## config.mk

```make
export PLATFORM = sky130hd
export DESIGN_NAME = mul_div_unit
export DESIGN_NICKNAME = d
export VERILOG_FILES = /design/src/rtl/mul_div_pkg.sv /design/src/rtl/mul_div_ctrl.sv /design/src/rtl/mul_div_unit.sv
export SDC_FILE = /design/constraint.sdc
export NUM_CORES = 1
export LEC_CHECK = 0
export CAP_MARGIN = 20
export CORE_MARGIN = 5
export CORE_UTILIZATION = 30
export DETAILED_ROUTE_END_ITERATION = 16
export DONT_BUFFER_PORTS = 1
export PLACE_DENSITY_LB_ADDON = 0.2
export SYNTH_ARGS = -nofsm -noshare
export SYNTH_HDL_FRONTEND = slang
export SYNTH_SLANG_ARGS = --single-unit
```

## constraint.sdc

```tcl
create_clock -name clock -period 8.9 [get_ports clock]
set_input_delay 0.89 -clock clock [delete_from_list [all_inputs] [get_ports clock]]
set_output_delay 0.89 -clock clock [all_outputs]
set_load 0.05 [all_outputs]
```

## src/rtl/mul_div_pkg.sv

```systemverilog
// ---------------------------------------------------------------------------
// mul_div_pkg : shared encodings for the iterative multiply/divide unit
// Rev 1.0
// ---------------------------------------------------------------------------
`default_nettype none

package mul_div_pkg;

  localparam logic OP_MUL = 1'b0;
  localparam logic OP_DIV = 1'b1;

  localparam int ITER_COUNT = 32;
  localparam int CNT_W      = $clog2(ITER_COUNT);

  typedef enum logic [1:0] {
    IDLE = 2'd0,
    ITER = 2'd1,
    FIX  = 2'd2,
    DONE = 2'd3
  } state_t;

endpackage

`default_nettype wire

```

## src/rtl/mul_div_ctrl.sv

```systemverilog
// ---------------------------------------------------------------------------
// mul_div_ctrl : sequencing FSM and step counter for mul_div_unit
// Rev 1.0
// ---------------------------------------------------------------------------
`default_nettype none

module mul_div_ctrl
  import mul_div_pkg::*;
(
  input  logic clock,
  input  logic clear,
  input  logic start,
  output logic busy,
  output logic load,
  output logic step,
  output logic fix,
  output logic finish
);

  state_t           state_q, state_d;
  logic [CNT_W-1:0] cnt_q,   cnt_d;

  always_ff @(posedge clock) begin
    if (clear) begin
      state_q <= IDLE;
      cnt_q   <= '0;
    end else begin
      state_q <= state_d;
      cnt_q   <= cnt_d;
    end
  end

  always_comb begin
    state_d = state_q;
    cnt_d   = cnt_q;
    load    = 1'b0;
    step    = 1'b0;
    fix     = 1'b0;
    finish  = 1'b0;
    case (state_q)
      IDLE: begin
        if (start) begin
          load    = 1'b1;
          cnt_d   = CNT_W'(ITER_COUNT - 1);
          state_d = ITER;
        end
      end
      ITER: begin
        step = 1'b1;
        if (cnt_q == '0) begin
          state_d = FIX;
        end else begin
          cnt_d = cnt_q - CNT_W'(1);
        end
      end
      FIX: begin
        fix     = 1'b1;
        state_d = DONE;
      end
      DONE: begin
        finish  = 1'b1;
        state_d = IDLE;
      end
      default: state_d = IDLE;
    endcase
  end

  // DONE still counts as busy so that busy drops on the same edge done rises
  assign busy = (state_q != IDLE);

endmodule

`default_nettype wire

```

## src/rtl/mul_div_unit.sv

```systemverilog
// ---------------------------------------------------------------------------
// mul_div_unit : 32-step signed Booth multiply / non-restoring divide
// Rev 1.0
// ---------------------------------------------------------------------------
`default_nettype none

module mul_div_unit
  import mul_div_pkg::*;
#(
  parameter int WIDTH = 32
) (
  input  logic             clock,
  input  logic             clear,
  input  logic             start,
  input  logic             op,
  input  logic [WIDTH-1:0] operand_a,
  input  logic [WIDTH-1:0] operand_b,
  output logic             busy,
  output logic             done,
  output logic [WIDTH-1:0] z_hi,
  output logic [WIDTH-1:0] z_lo,
  output logic             div_by_zero
);

  logic load, step, fix, finish;

  mul_div_ctrl u_ctrl (
    .clock  (clock),
    .clear  (clear),
    .start  (start),
    .busy   (busy),
    .load   (load),
    .step   (step),
    .fix    (fix),
    .finish (finish)
  );

  // hi is one bit wider than an operand: Booth needs it to subtract the most
  // negative multiplicand, the divider needs it as the remainder sign.
  logic             op_q,     op_d;
  logic             a_neg_q,  a_neg_d;
  logic             b_neg_q,  b_neg_d;
  logic             b_zero_q, b_zero_d;
  logic [WIDTH-1:0] a_raw_q,  a_raw_d;
  logic [WIDTH:0]   m_q,      m_d;
  logic [WIDTH:0]   hi_q,     hi_d;
  logic [WIDTH-1:0] lo_q,     lo_d;
  logic             qm1_q,    qm1_d;
  logic [WIDTH-1:0] z_hi_q,   z_hi_d;
  logic [WIDTH-1:0] z_lo_q,   z_lo_d;
  logic             dbz_q,    dbz_d;
  logic             done_q,   done_d;

  logic [WIDTH-1:0] abs_a, abs_b;
  logic [WIDTH:0]   booth_sum, r_shift, r_next, rem_fix;

  always_ff @(posedge clock) begin
    if (clear) begin
      op_q     <= OP_MUL;
      a_neg_q  <= 1'b0;
      b_neg_q  <= 1'b0;
      b_zero_q <= 1'b0;
      a_raw_q  <= '0;
      m_q      <= '0;
      hi_q     <= '0;
      lo_q     <= '0;
      qm1_q    <= 1'b0;
      z_hi_q   <= '0;
      z_lo_q   <= '0;
      dbz_q    <= 1'b0;
      done_q   <= 1'b0;
    end else begin
      op_q     <= op_d;
      a_neg_q  <= a_neg_d;
      b_neg_q  <= b_neg_d;
      b_zero_q <= b_zero_d;
      a_raw_q  <= a_raw_d;
      m_q      <= m_d;
      hi_q     <= hi_d;
      lo_q     <= lo_d;
      qm1_q    <= qm1_d;
      z_hi_q   <= z_hi_d;
      z_lo_q   <= z_lo_d;
      dbz_q    <= dbz_d;
      done_q   <= done_d;
    end
  end

  always_comb begin
    op_d      = op_q;
    a_neg_d   = a_neg_q;
    b_neg_d   = b_neg_q;
    b_zero_d  = b_zero_q;
    a_raw_d   = a_raw_q;
    m_d       = m_q;
    hi_d      = hi_q;
    lo_d      = lo_q;
    qm1_d     = qm1_q;
    z_hi_d    = z_hi_q;
    z_lo_d    = z_lo_q;
    dbz_d     = dbz_q;
    done_d    = finish;
    booth_sum = '0;
    r_shift   = '0;
    r_next    = '0;
    rem_fix   = '0;

    abs_a = operand_a[WIDTH-1] ? -operand_a : operand_a;
    abs_b = operand_b[WIDTH-1] ? -operand_b : operand_b;

    if (load) begin
      op_d     = op;
      a_neg_d  = operand_a[WIDTH-1];
      b_neg_d  = operand_b[WIDTH-1];
      b_zero_d = (operand_b == '0);
      a_raw_d  = operand_a;
      hi_d     = '0;
      qm1_d    = 1'b0;
      if (op == OP_MUL) begin
        m_d  = {operand_a[WIDTH-1], operand_a};
        lo_d = operand_b;
      end else begin
        m_d  = {1'b0, abs_b};
        lo_d = abs_a;
      end
    end else if (step) begin
      if (op_q == OP_MUL) begin
        case ({lo_q[0], qm1_q})
          2'b01:   booth_sum = hi_q + m_q;
          2'b10:   booth_sum = hi_q - m_q;
          default: booth_sum = hi_q;
        endcase
        hi_d  = {booth_sum[WIDTH], booth_sum[WIDTH:1]};
        lo_d  = {booth_sum[0], lo_q[WIDTH-1:1]};
        qm1_d = lo_q[0];
      end else begin
        r_shift = {hi_q[WIDTH-1:0], lo_q[WIDTH-1]};
        r_next  = hi_q[WIDTH] ? (r_shift + m_q) : (r_shift - m_q);
        hi_d    = r_next;
        lo_d    = {lo_q[WIDTH-2:0], ~r_next[WIDTH]};
      end
    end else if (fix) begin
      if (op_q == OP_DIV) begin
        rem_fix = hi_q[WIDTH] ? (hi_q + m_q) : hi_q;
        if (b_zero_q) begin
          hi_d = {a_raw_q[WIDTH-1], a_raw_q};
          lo_d = '1;
        end else begin
          // Truncating division: remainder follows the dividend's sign
          hi_d = a_neg_q ? -rem_fix : rem_fix;
          lo_d = (a_neg_q ^ b_neg_q) ? -lo_q : lo_q;
        end
      end
    end

    if (finish) begin
      z_hi_d = hi_q[WIDTH-1:0];
      z_lo_d = lo_q;
      dbz_d  = (op_q == OP_DIV) && b_zero_q;
    end
  end

  assign done        = done_q;
  assign z_hi        = z_hi_q;
  assign z_lo        = z_lo_q;
  assign div_by_zero = dbz_q;

endmodule

`default_nettype wire

```

==> impl_summary.md <==
Status
The run finished with clean final reports.

Detailed routing
The total via count in the routed design is 20300. After detailed routing, the average wire length per cell comes to 23.9 µm. The number of nets with antenna violations after routing is 0. In the routed design, unresolved DRC markers number 0. The number of optimization iterations in the first detailed-route pass is 6. The number of design-rule violations left by the first detailed-router iteration is 1980. The routed design has 82.2 mm of wire. The mean number of vias per cell is 5.91.

Flow run
The tool flagged a number of max-cap violations equal to 0.

Place
Timing analysis after detailed placement gives a worst setup slack of 3280 ps. The placed wire-length estimate after detailed placement is 61.2 mm. The count of input and output buffers is 0. Counting tap cells, the placed design contains a total of ~3400 instances. The placer congestion estimate is 0.924.

Synthesis
The cell count after synthesis is 2694. The cell type with the largest total area after synthesis is dfxtp_1. The count of cell types in the netlist is 85. A synthesized cell averages 7.21 µm². The mapped cell area is 19400 µm².

The most common flop cell mapped by yosys is dfxtp_1. The share of the Yosys chip area taken by registers is a little over a fifth. In this run the biggest area consumer among cell types represents 21.3% of the synthesized area. The number of nets handed over by synthesis was 2875. The total of warnings raised by yosys is 0. The number of flops mapped to enable cells by yosys is 0. The post-synthesis sequential element count is 207. By area the synthesized netlist is led by dfxtp_1 (21%), ha_1 (7.1%), a21oi_1 (6.7%), nor2_1 (6.2%), mux2i_1 (5.8%). In the synthesized netlist the async set-or-reset flop fraction comes to 0%.

Cells and area
The commonest non-fill, non-tap cell in the layout is nor2_1. The fraction of final layout cells sized beyond drive strength 1 is ~4.8%. The number of antenna diodes in the final layout is 0.

The final-stage net count is 2741. The synthesis-to-finish area growth is 7.41%. Leaving out fill and tap cells, the most frequent cells in the layout are nor2_1 (322), nand2_1 (265), a21oi_1 (258). After the flow finishes, the layout carries non-filler instances totaling 3434.

Timing
The final clock period utilization by the worst path is between 60% and 70%. For this run, the top clock speed supported by timing is about 170 MHz. The setup total negative slack is 0 ps. The worst path meets setup with 3080 ps of slack.

The worst-case headroom to the max-slew limit is 29.1%. The max-slew violation count is 0. The count of endpoints failing hold in the final timing report is 0. The minimum hold slack is between 400 and 500 ps. At the pin with the least slew margin, the transition time is 1060 ps. The smallest clock period supported by the final layout is computed as 5820 ps.

The final setup violation count is 0. Setup repair after global routing left no endpoint under its margin. The clock arrives with 42.1 ps of skew.

Floorplan
The floorplan die height is roughly 260 µm. The initial core utilization is 30.2%. 135 I/O pins were placed. The core region is 64200 µm².

The die covers roughly 70000 µm². The die is about 260 µm wide. The number of rows in the core area is 93.

Setup path
In this run the worst path has a maximum fanout of 5. STA classifies the critical path endpoint as a flop. The source of the worst register-to-register timing path is m_q[6].

The worst setup path startpoint is m_q[6]. The setup slack of the most critical reg-to-reg path is 3080 ps. By startpoint and endpoint, the worst setup path is classified as flop to flop.

The arrival time of the worst setup path is 6250 ps. The slowest stage of the critical path belongs to the cell nor4b_1. The critical path goes through nor4_1 > nor4b_1 > and2_1 > a31oi_1 > xnor2_1 > ha_1 > a21o_1 > a21o_1 > a221o_1 > a21oi_1 > o21ai_0 > a31oi_1 > o221ai_1 > xor2_1 > a211o_1 > a32o_1.

In this run the critical register-to-register path is captured at hi_q[31]. STA puts the critical path data required time at approximately 9300 ps. The length in cells of the worst reg-to-reg path is 16. On the worst path, the slowest cell contributes a delay of 900 ps. The worst setup path is launched from a flop.

CTS
CTS built an H-tree with a depth of 1. The insertion delay to the later sink of the worst-skew pair is 580 ps. The clock-pin slew of the registers on the worst-case setup and hold paths is ~60 ps.

The post-cts hold buffer count is 0. The number of gates resized after CTS was 0. The tree built by TritonCTS fans out to 207 sinks. The buffer type at the clock tree root is clkbuf_16. The clock tree from TritonCTS is yes. Once the clock tree was built, the setup fixing pass inserted 0 buffers.

The maximum number of buffers from clock root to sink is 3. Counting the buffers created by CTS gives 26.

Global routing
The first global-routing pass estimated approximately 120 mm of wire. The number of antenna violations at the first check in global routing is 1. After global routing the overflow that remains totals 0. Global routing used 22.2% of the available tracks. Entering global routing, the biggest net connects around 180 pins. The via count of the first global-routing pass came to 19300.

Pwr
The power density normalized to cell area is between 300 and 400 nW/µm². The leakage power of the design is 7.73 nW. Across the VDD grid, the largest voltage drop is 0.171 mV. The total design power is about 7.5 mW.

Worst hold path
The path class of the tightest hold or removal check is input pin to flop. The critical hold path startpoint is clear. Along the worst hold path, the cell count comes to 1. The path with the worst hold slack has its endpoint at z_hi[20].
[registers in the layout, summed over array words and instances, names as in the netlist, 2 cells and up]
signal and count:
hi_q 33, m_q 33, lo_q 32, z_hi 32, z_lo 32, a_raw_q 31
u_ctrl.cnt_q 5, u_ctrl.state_q 2
[through the flow]
step / area, µm² / utilization (%)
2_1_floorplan: 19400 / -
3_3_place_gp: 20000 / 31.1
3_5_place_dp: 20000 / 31.1
4_1_cts: 20900 / 32.5
5_1_grt: 20900 / 32.5
6_report: 20900 / 32.5
[cells by family (layout without fill, tap and decap cells)]
kind of cell             Yosys count  count (layout)  synth area share [%]
AO/OA/AOI/OAI                    866             866                  29.4
XOR/XNOR                         191             191                  8.62
adder cells (fa/ha/maj)          113             113                  7.40
buffers and inverters            295             180                  5.80
flip-flops                       207             207                  21.3
multiplexers                     121             121                  6.30
AND/OR/NAND/NOR                  901             901                  21.2
[power breakdown]
part	switching [mW]	internal [mW]	leakage [nW]	total, mW
sequential	0.411	1.12	1.69	1.53
combinational	3.15	1.77	5.62	4.92
clock	0.453	0.639	0.420	1.09
total	4.01	3.52	7.73	7.54
[how the worst max path moves through the flow]
| stage | endpoint | slack (ps) | cells after the start |
|---|---|---|---|
| after floorplan | hi_q[30] | 3600 | 21 |
| after global placement | hi_q[30] | 3280 | 16 |
| after detailed placement | hi_q[31] | 3280 | 16 |
| after CTS | hi_q[31] | 3230 | 16 |
| after global routing | hi_q[30] | 2930 | 16 |
| final | hi_q[31] | 3080 | 16 |
[final cells by class]
class                           instances  area (µm²)
Sequential cell                       207        4150
Multi-Input combinational cell       2192       14200
Clock inverter                          7        65.1
Timing Repair Buffer                   26         198
Clock buffer                           40         795
Tap cell                              855        1070
Inverter                              107         402
Fill cell                            6959       43400
[critical path: cells and delay by family, from the launching register on]
kind | cells | cell delay [ps]
and+or+nand+nor | 3 | 1890
adders and majority gates | 1 | 350
DFF | 1 | 340
AOI/OAI and AO/OA | 10 | 2610
xor gates and xnor gates | 2 | 500
[cells in the mapped netlist, drive strengths merged, types with 41 or more instances]
library cell / n
xnor2: 97
mux2i: 112
clkbuf: 153
a31oi: 42
ha: 110
nor2: 324
a21oi: 260
nand2: 266
nor4: 42
nand3: 41
o21ai: 156
xor2: 94
inv: 105
nor3: 76
a211oi: 107
dfxtp: 207
[layer usage]
layer | vias to the layer above | part of all wire (%) | global-route usage [%]
met5 | - | 0 | 0
met4 | 0 | 2.8 | 6.27
met3 | 132 | 7.2 | 3.55
met2 | 788 | 45 | 35.8
met1 | 9813 | 45 | 30.7
li1 | 9560 | - | -
Note: power is estimated with default switching activity, not from simulation.
